### src/rtl/rlbp_s2p_collector.sv
// rlbp_s2p_collector: reassembles MSB-first RLBP serial codes into WIDTH-bit
// words and buffers them in a first-word-fall-through FIFO with a sticky
// overflow flag.
// Optional feature macro: RLBP_S2P_PARITY_EN adds a trailing even-parity bit
// per frame, a PAR state and the sticky parity_err_o output.
module rlbp_s2p_collector #(
    parameter int WIDTH = 8,
    parameter int DEPTH = 4
) (
    input  logic                     clk,
    input  logic                     rst_n,
    input  logic                     s_data_i,
    input  logic                     s_valid_i,
    input  logic                     s_start_i,
    input  logic                     clr_i,
    input  logic                     rd_en_i,
    output logic [WIDTH-1:0]         rd_data_o,
    output logic                     empty_o,
    output logic                     full_o,
    output logic [$clog2(DEPTH):0]   level_o,
    output logic                     ovf_o
`ifdef RLBP_S2P_PARITY_EN
    ,
    output logic                     parity_err_o
`endif
);

    localparam int AW = $clog2(DEPTH);
    localparam int LW = AW + 1;
    localparam int CW = $clog2(WIDTH + 1);

`ifdef RLBP_S2P_PARITY_EN
    // Whole payload must be held until the parity bit arrives.
    localparam int SR_W = WIDTH;
    typedef enum logic [1:0] {IDLE, SHIFT, PAR} state_t;
`else
    // The last payload bit goes straight into the FIFO, so only
    // WIDTH-1 bits ever need to be held.
    localparam int SR_W = WIDTH - 1;
    typedef enum logic [1:0] {IDLE, SHIFT} state_t;
`endif

    state_t            state, state_nxt;
    logic [SR_W-1:0]   sreg;
    logic [CW-1:0]     cnt;

    logic              start_bit;
    logic              shift_bit;
    logic              last_bit;
    logic              push;
    logic [WIDTH-1:0]  push_word;
`ifdef RLBP_S2P_PARITY_EN
    logic              par_bad;
    logic              par_err_q;
`endif

    logic [WIDTH-1:0]  mem [DEPTH];
    logic [AW-1:0]     wr_ptr, rd_ptr;
    logic [LW-1:0]     count;
    logic              fifo_full, fifo_empty;
    logic              do_pop, do_wr, drop;
    logic              ovf_q;

    // FSM state register.
    always_ff @(posedge clk or negedge rst_n) begin
        if (!rst_n)
            state <= IDLE;
        else if (clr_i)
            state <= IDLE;
        else
            state <= state_nxt;
    end

    // Next-state and frame control; a start marker always restarts the frame.
    always_comb begin
        state_nxt = state;
        start_bit = 1'b0;
        shift_bit = 1'b0;
        last_bit  = 1'b0;
        push      = 1'b0;
`ifdef RLBP_S2P_PARITY_EN
        push_word = sreg;
        par_bad   = 1'b0;
`else
        push_word = {sreg, s_data_i};
`endif
        if (s_valid_i) begin
            if (s_start_i) begin
                start_bit = 1'b1;
                state_nxt = SHIFT;
            end else begin
                case (state)
                    SHIFT: begin
                        shift_bit = 1'b1;
                        if (cnt == CW'(WIDTH - 1)) begin
                            last_bit = 1'b1;
`ifdef RLBP_S2P_PARITY_EN
                            state_nxt = PAR;
`else
                            push      = 1'b1;
                            state_nxt = IDLE;
`endif
                        end
                    end
`ifdef RLBP_S2P_PARITY_EN
                    PAR: begin
                        // Word is stored even when parity is wrong.
                        push      = 1'b1;
                        par_bad   = (s_data_i != (^sreg));
                        state_nxt = IDLE;
                    end
`endif
                    default: state_nxt = state;
                endcase
            end
        end
    end

    // Payload shift register and bit counter.
    always_ff @(posedge clk or negedge rst_n) begin
        if (!rst_n) begin
            sreg <= '0;
            cnt  <= '0;
        end else if (clr_i) begin
            sreg <= '0;
            cnt  <= '0;
        end else if (start_bit) begin
            sreg <= SR_W'(s_data_i);
            cnt  <= CW'(1);
        end else if (shift_bit) begin
            sreg <= SR_W'({sreg, s_data_i});
`ifdef RLBP_S2P_PARITY_EN
            cnt  <= last_bit ? CW'(WIDTH) : cnt + CW'(1);
`else
            cnt  <= last_bit ? '0 : cnt + CW'(1);
`endif
        end else if (push) begin
            cnt  <= '0;
        end
    end

    assign fifo_full  = (count == LW'(DEPTH));
    assign fifo_empty = (count == '0);
    assign do_pop     = rd_en_i && !fifo_empty;
    // A full FIFO still accepts the word when a pop frees a slot that edge.
    assign do_wr      = push && (!fifo_full || do_pop);
    assign drop       = push && fifo_full && !do_pop;

    // FIFO storage; contents are don't-care while empty, so no reset.
    always_ff @(posedge clk) begin
        if (do_wr && !clr_i)
            mem[wr_ptr] <= push_word;
    end

    // Pointers and occupancy; pointers wrap naturally at DEPTH.
    always_ff @(posedge clk or negedge rst_n) begin
        if (!rst_n) begin
            wr_ptr <= '0;
            rd_ptr <= '0;
            count  <= '0;
        end else if (clr_i) begin
            wr_ptr <= '0;
            rd_ptr <= '0;
            count  <= '0;
        end else begin
            if (do_wr)
                wr_ptr <= wr_ptr + AW'(1);
            if (do_pop)
                rd_ptr <= rd_ptr + AW'(1);
            case ({do_wr, do_pop})
                2'b10:   count <= count + LW'(1);
                2'b01:   count <= count - LW'(1);
                default: count <= count;
            endcase
        end
    end

    // Sticky overflow flag.
    always_ff @(posedge clk or negedge rst_n) begin
        if (!rst_n)
            ovf_q <= 1'b0;
        else if (clr_i)
            ovf_q <= 1'b0;
        else if (drop)
            ovf_q <= 1'b1;
    end

`ifdef RLBP_S2P_PARITY_EN
    // Sticky parity error flag.
    always_ff @(posedge clk or negedge rst_n) begin
        if (!rst_n)
            par_err_q <= 1'b0;
        else if (clr_i)
            par_err_q <= 1'b0;
        else if (push && par_bad)
            par_err_q <= 1'b1;
    end

    assign parity_err_o = par_err_q;
`endif

    assign rd_data_o = fifo_empty ? '0 : mem[rd_ptr];
    assign empty_o   = fifo_empty;
    assign full_o    = fifo_full;
    assign level_o   = count;
    assign ovf_o     = ovf_q;

endmodule
### config.mk
export PLATFORM = sky130hd
export DESIGN_NAME = rlbp_s2p_collector
export DESIGN_NICKNAME = d
export VERILOG_FILES = /design/src/rtl/rlbp_s2p_collector.sv
export SDC_FILE = /design/constraint.sdc
export NUM_CORES = 1
export LEC_CHECK = 0
export ABC_CLOCK_PERIOD_IN_PS = 2300
export BUFFER_PORTS_ARGS = -buffer_cell sky130_fd_sc_hd__buf_4
export CORE_ASPECT_RATIO = 1.5
export CORE_MARGIN = 10
export CORE_UTILIZATION = 40
export CTS_CLUSTER_SIZE = 16
export DETAILED_ROUTE_END_ITERATION = 10
export GPL_TIMING_DRIVEN = 0
export PLACE_DENSITY = 0.69
export SLEW_MARGIN = 20
export SYNTH_ARGS = -nofsm -noshare
export SYNTH_HDL_FRONTEND = slang
export SYNTH_SLANG_ARGS = --single-unit
export TNS_END_PERCENT = 10
### constraint.sdc
create_clock -name clk -period 2.3 [get_ports clk]
set_input_delay 0.46 -clock clk [delete_from_list [all_inputs] [get_ports clk]]
set_output_delay 0.46 -clock clk [all_outputs]
set_load 0.02 [all_outputs]
=== Word-level counts from Yosys, hierarchy flattened ===
Memories as Yosys holds them, arrays and structs flattened.
Index checks and enable logic that the tools add are counted.

* Logic and storage cells: 72
* Bits in read-only memories: 0
* Memory bits (writable): 32
* Bits of input ports: 7
* Bits in latches: 0
* Memories: 1
* Output and inout port bits: 14
* Flip-flop bits (word level): 21

{| class="wikitable"
|+ Memories
! memory !! words !! bits a word !! read ports !! clocked after Yosys merged registers in !! wr ports !! line !! text
|-
| mem || 4 || 8 || 1 || 0 || 1 || 57 || <nowiki>logic [WIDTH-1:0] mem [DEPTH];</nowiki>
|}

* Order comparisons: 0
* Shift-type cells: 0
* Reductions and logical operators: 21
* Divide/modulo/power cells: 0
* Mux-type cells: 33
* $add $sub $neg: 5
* Bitwise logic cells: 0
* Multiply operators: 0
* Equality and inequality tests: 5

{| class="wikitable"
|+ Operators with widths
! cell !! number
|-
| $mux W7 || 3
|-
| $mux W4 || 5
|-
| $mux W2 || 9
|-
| $mux W1 || 13
|-
| $reduce_bool A3 Y1 || 4
|-
| $mux W8 || 1
|-
| $reduce_bool A2 Y1 || 4
|-
| $pmux W3 S2 || 1
|-
| $logic_and A1 B1 Y1 || 5
|-
| $add A2 B1 Y2 const B || 2
|-
| $add A4 B1 Y4 const B || 1
|-
| $eq A2 B1 Y1 const B || 2
|-
| $eq A4 B3 Y1 const B || 1
|-
| $logic_not A1 Y1 || 4
|-
| $reduce_bool A4 Y1 || 1
|-
| $add A3 B1 Y3 const B || 1
|-
| $eq A3 B3 Y1 const B || 1
|-
| $logic_not A3 Y1 || 1
|-
| $mux W3 || 1
|-
| $reduce_and A3 Y1 || 1
|-
| $sub A3 B1 Y3 const B || 1
|-
| $eq A2 B2 Y1 const B || 1
|-
| $logic_or A1 B1 Y1 || 1
|}

=== Depth between registers and ports, before layout ===
* Word-level depth: 9
* Mapped depth: 7
* Depth with buffers taken out: 7

=== Worst setup path after synthesis ===
No wires, ideal clock.

* Kind: register to output
* Start: reg count[0] (netlist: level_o[0])
* End: out rd_data_o[2]
* Slack: 30 ps
* Stages on the path, launching flop included: 3
* Data required time: 1840 ps
* Path buffers: 0
* Data arrival time: 1810 ps
* Cells stage by stage: dfrtp_1 -> nor3_1 -> and2b_1

* Longest elaborated chain between the ends: 2

{| class="wikitable"
|+ RTL lines
! element !! line !! text
|-
| start: declaration || 59 || <nowiki>logic [LW-1:0] count;</nowiki>
|-
| start signal: assignment || 171 || <nowiki>2'b10: count <= count + LW'(1);</nowiki>
|-
| start signal: assignment || 172 || <nowiki>2'b01: count <= count - LW'(1);</nowiki>
|-
| start signal: assignment || 173 || <nowiki>default: count <= count;</nowiki>
|-
| $logic_not A3 Y1 || 143 || <nowiki>assign fifo_empty = (count == '0);</nowiki>
|-
| via empty_o || 18 || <nowiki>output logic empty_o,</nowiki>
|-
| $mux W8 || 202 || <nowiki>assign rd_data_o = fifo_empty ? '0 : mem[rd_ptr];</nowiki>
|-
| end: declaration || 17 || <nowiki>output logic [WIDTH-1:0] rd_data_o,</nowiki>
|}

The timed path passes the listed nets, and every way through them passes these cells.

=== Worst setup path after layout ===
* Start: reg rd_ptr[0]
* End: out rd_data_o[5]

* Longest elaborated chain between the ends: 2

{| class="wikitable"
|+ RTL lines
! element !! line !! text
|-
| start: declaration || 58 || <nowiki>logic [AW-1:0] wr_ptr, rd_ptr;</nowiki>
|-
| start signal: assignment || 169 || <nowiki>rd_ptr <= rd_ptr + AW'(1);</nowiki>
|-
| $mem_v2 Z4 W8 || n/a ||
|-
| $mux W8 || 202 ||
|}

No other way between the ends.

==> impl_metrics.csv <==
group,metric,value,unit
timing,finalHoldViolCount,0,
setup_path,worst_ep_arrival_time,1720,ps
routing,vias_per_cell,5.31,
finish,utilization,48.2,%
yosys,synth_most_common_cell,"edfxtp_1",
floorplan,ios,21,
timing,finalMaxSlewViolations,0,
routing,drt-wirelength-per-cell,16.3,µm
floorplan,core,5570,µm²
timing,tightest_slew,485,ps
floorplan,die_h,113,µm
clocking,cts_resized,2,
setup_path,critPathLaunchType,"flip-flop",
timing,worst_slack,117,ps
routing,first_pass_iters,4,
clocking,tritoncts,"built",
global_routing,grt_use_total,9.31,%
routing,wirelength,4070,µm
yosys,synth_seq_cells,52,
setup_path,worstSetupStartpoint,"rd_ptr[0]",
setup_path,cp-end-kind,"output pin",
yosys,synth_cells,152,
global_routing,grt_pass1_wl,6730,µm
yosys,synthMuxAreaShare,9.69,%
setup_path,crit_path_cell_trace,"clkbuf_4 -> mux4_2 -> nor2b_1 -> buf_4",
yosys,async_flop_share,38.5,%
clocking,insertion_delay,310,ps
global_routing,grt_start_max_net_pins,21,
placed_design,io_buffers,20,
power,max-vdd-ir-drop,0.299,mV
global_routing,antenna_found_initial,0,
clocking,clkTransAtPathRegs,90,ps
clocking,cts_buffer_depth,2,
timing,setup_tns,0,ps
global_routing,grt-ovfl-total,0,
placed_design,dp_slack,-50.7,ps
timing,setup_viol,0,
yosys,synth-simple-area-share,12.3,%
placed_design,place_hpwl,2930,µm
yosys,synth_top_area_share,41.4,%
power,fin_total_pwr,1.67,mW
clocking,h-tree-depth,2,
timing,slew_headroom,67.7,%
routing,drc_errors,0,
placed_design,place_area,2560,µm²
setup_path,cp_slowest_cell,"mux4_2",
setup_path,critical_path_class,"reg2out",
finish,finalInstanceArea,2690,µm²
finish,drive_above_1_share,27.4,%
setup_path,required,1840,ps
job,maxCapViolCount,0,
power,p_leak,1.03,nW
floorplan,start_util,41.7,%
timing,fmax,0.458,GHz
clocking,cts_setup_buffers,0,
yosys,synth_area_per_cell,15.3,µm²
timing,rsz0062_at_grt,"no",
routing,final_antenna_net_count,0,
yosys,synthFlopType,"edfxtp_1",
finish,area_delta_synth_final,15.7,%
timing,fin_crit_sh,94.9,%
timing,fin_skew,5.36,ps
power,p_per_area,621,nW/µm²
timing,min_period,2180,ps
yosys,synth.yosys.seq_area_share,62.9,%
yosys,synthDistinctLibCells,45,
worst_hold_path,hold_class,"in2async",
yosys,synth-xor-area-share,0.754,%
finish,finalNetCount,191,
clocking,clock_sinks,52,
placed_design,routabilityCongestion,0.751,
floorplan,die-area,9320,µm²
yosys,netlist_area,2320,µm²
setup_path,cp_max_fo,9,
yosys,synth_commonest_cells,"edfxtp_1 (32), dfrtp_1 (20), mux4_2 (8), nor2_1 (8), nor2b_1 (8)",
floorplan,fp.dieW,82.2,µm
clocking,cts_root_buf,"clkbuf_8",
setup_path,r2r-start,"level_o[0]",
yosys,yosys_warnings,0,
yosys,netlist_top_cells_area,"edfxtp_1 (41%), dfrtp_1 (22%), mux4_2 (7.8%)",
yosys,synth_top_family_by_area,"simple AND/OR/NAND/NOR gates",
setup_path,crit_path_max_incr_delay,520,ps
clocking,postCtsHoldBufs,0,
yosys,synth_fa_ha_area_share,3.55,%
setup_path,rrSetupSlack,180,ps
run_status,run_status,"finished clean",
floorplan,rows,33,
finish,antennaDiodeCount,0,
yosys,synth_compound_area_share,8.83,%
yosys,synth_nets,165,
global_routing,grt_pass1_vias,1380,
yosys,synth_edf_count,32,
routing,vias,1323,
yosys,yosysTopAreaCell,"edfxtp_1",
clocking,cts_buffers,5,
routing,drt-initial-drc-count,80,
==> layer usage <==
metal / global-route usage, % / vias to the layer above / part of all wire [%]
met3: 1.74 / 5 / 4.0
met1: 10.4 / 669 / 40
met5: 0 / - / 0
met2: 15.9 / 23 / 54
li1: - / 626 / -
met4: 5.13 / 0 / 2.5
==> where the power goes <==
part	leakage (nW)	switching [mW]	internal (mW)	total, mW
combinational	0.419	0.0303	0.0164	0.0467
sequential	0.560	0.00490	0.988	0.993
clock	0.0548	0.303	0.328	0.631
total	1.03	0.338	1.33	1.67
==> through the flow <==
step	hold slack, ps	std cells
after global placement	357	242
after global routing	28.0	249
final	16.5	249
after detailed placement	360	242
after floorplan	164	152
after CTS	22.4	250
==> worst paths after layout <==
check                                to  depth (start not counted)
setup / recovery           rd_data_o[5]                          4
hold / removal               level_o[2]                          1
setup reg to reg             level_o[2]                          5
hold reg to reg                  cnt[3]                          1
max in group asynchronous      state[0]                          1
min in group clk              mem[1][0]                          1
==> flip-flops by register name, summed over array words and instances (netlist names) <==
name,count
wr_ptr,2
state,1
ovf_o,1
cnt,4
level_o,3
sreg,7
mem,32
rd_ptr,2
==> cells by family after synthesis <==
kind of cell	Yosys count
xor+xnor	2
flops	52
simple gates	44
mux	12
compound gates	25
fa+ha+maj	6
buf+inv	11
==> worst max-delay path, delay by kind of cell (launching register included) <==
family | cells | cell delay, ps
buffers and inverters | 2 | 420
DFF | 1 | 340
muxes | 1 | 520
and+or+nand+nor | 1 | 140
==> placed cells by master (no fill, tap or decap), types with 2 or more instances in the layout <==
master,count
nor3_4,2
and3b_1,2
buf_2,2
nor2_1,8
dfrtp_1,20
ha_1,5
xnor2_1,2
and3_1,2
nand2b_1,2
inv_1,6
buf_4,20
nor2b_1,8
and3_2,2
nand2_1,6
o21ai_0,4
mux4_2,8
a21oi_1,4
clkbuf_8,5
edfxtp_1,32
a22o_1,6
mux2i_1,3
==> final cells by class <==
class | count | area (µm²)
repair buffers | 20 | 150
clock buffers | 5 | 68.8
flip-flops and latches | 52 | 1460
inverters | 6 | 22.5
well taps | 70 | 87.6
fillers | 496 | 2890
multi-input cells | 89 | 831
plain buffers | 4 | 21.3
clock inverters | 3 | 46.3
No activity file was read; power rests on OpenSTA's default activity.
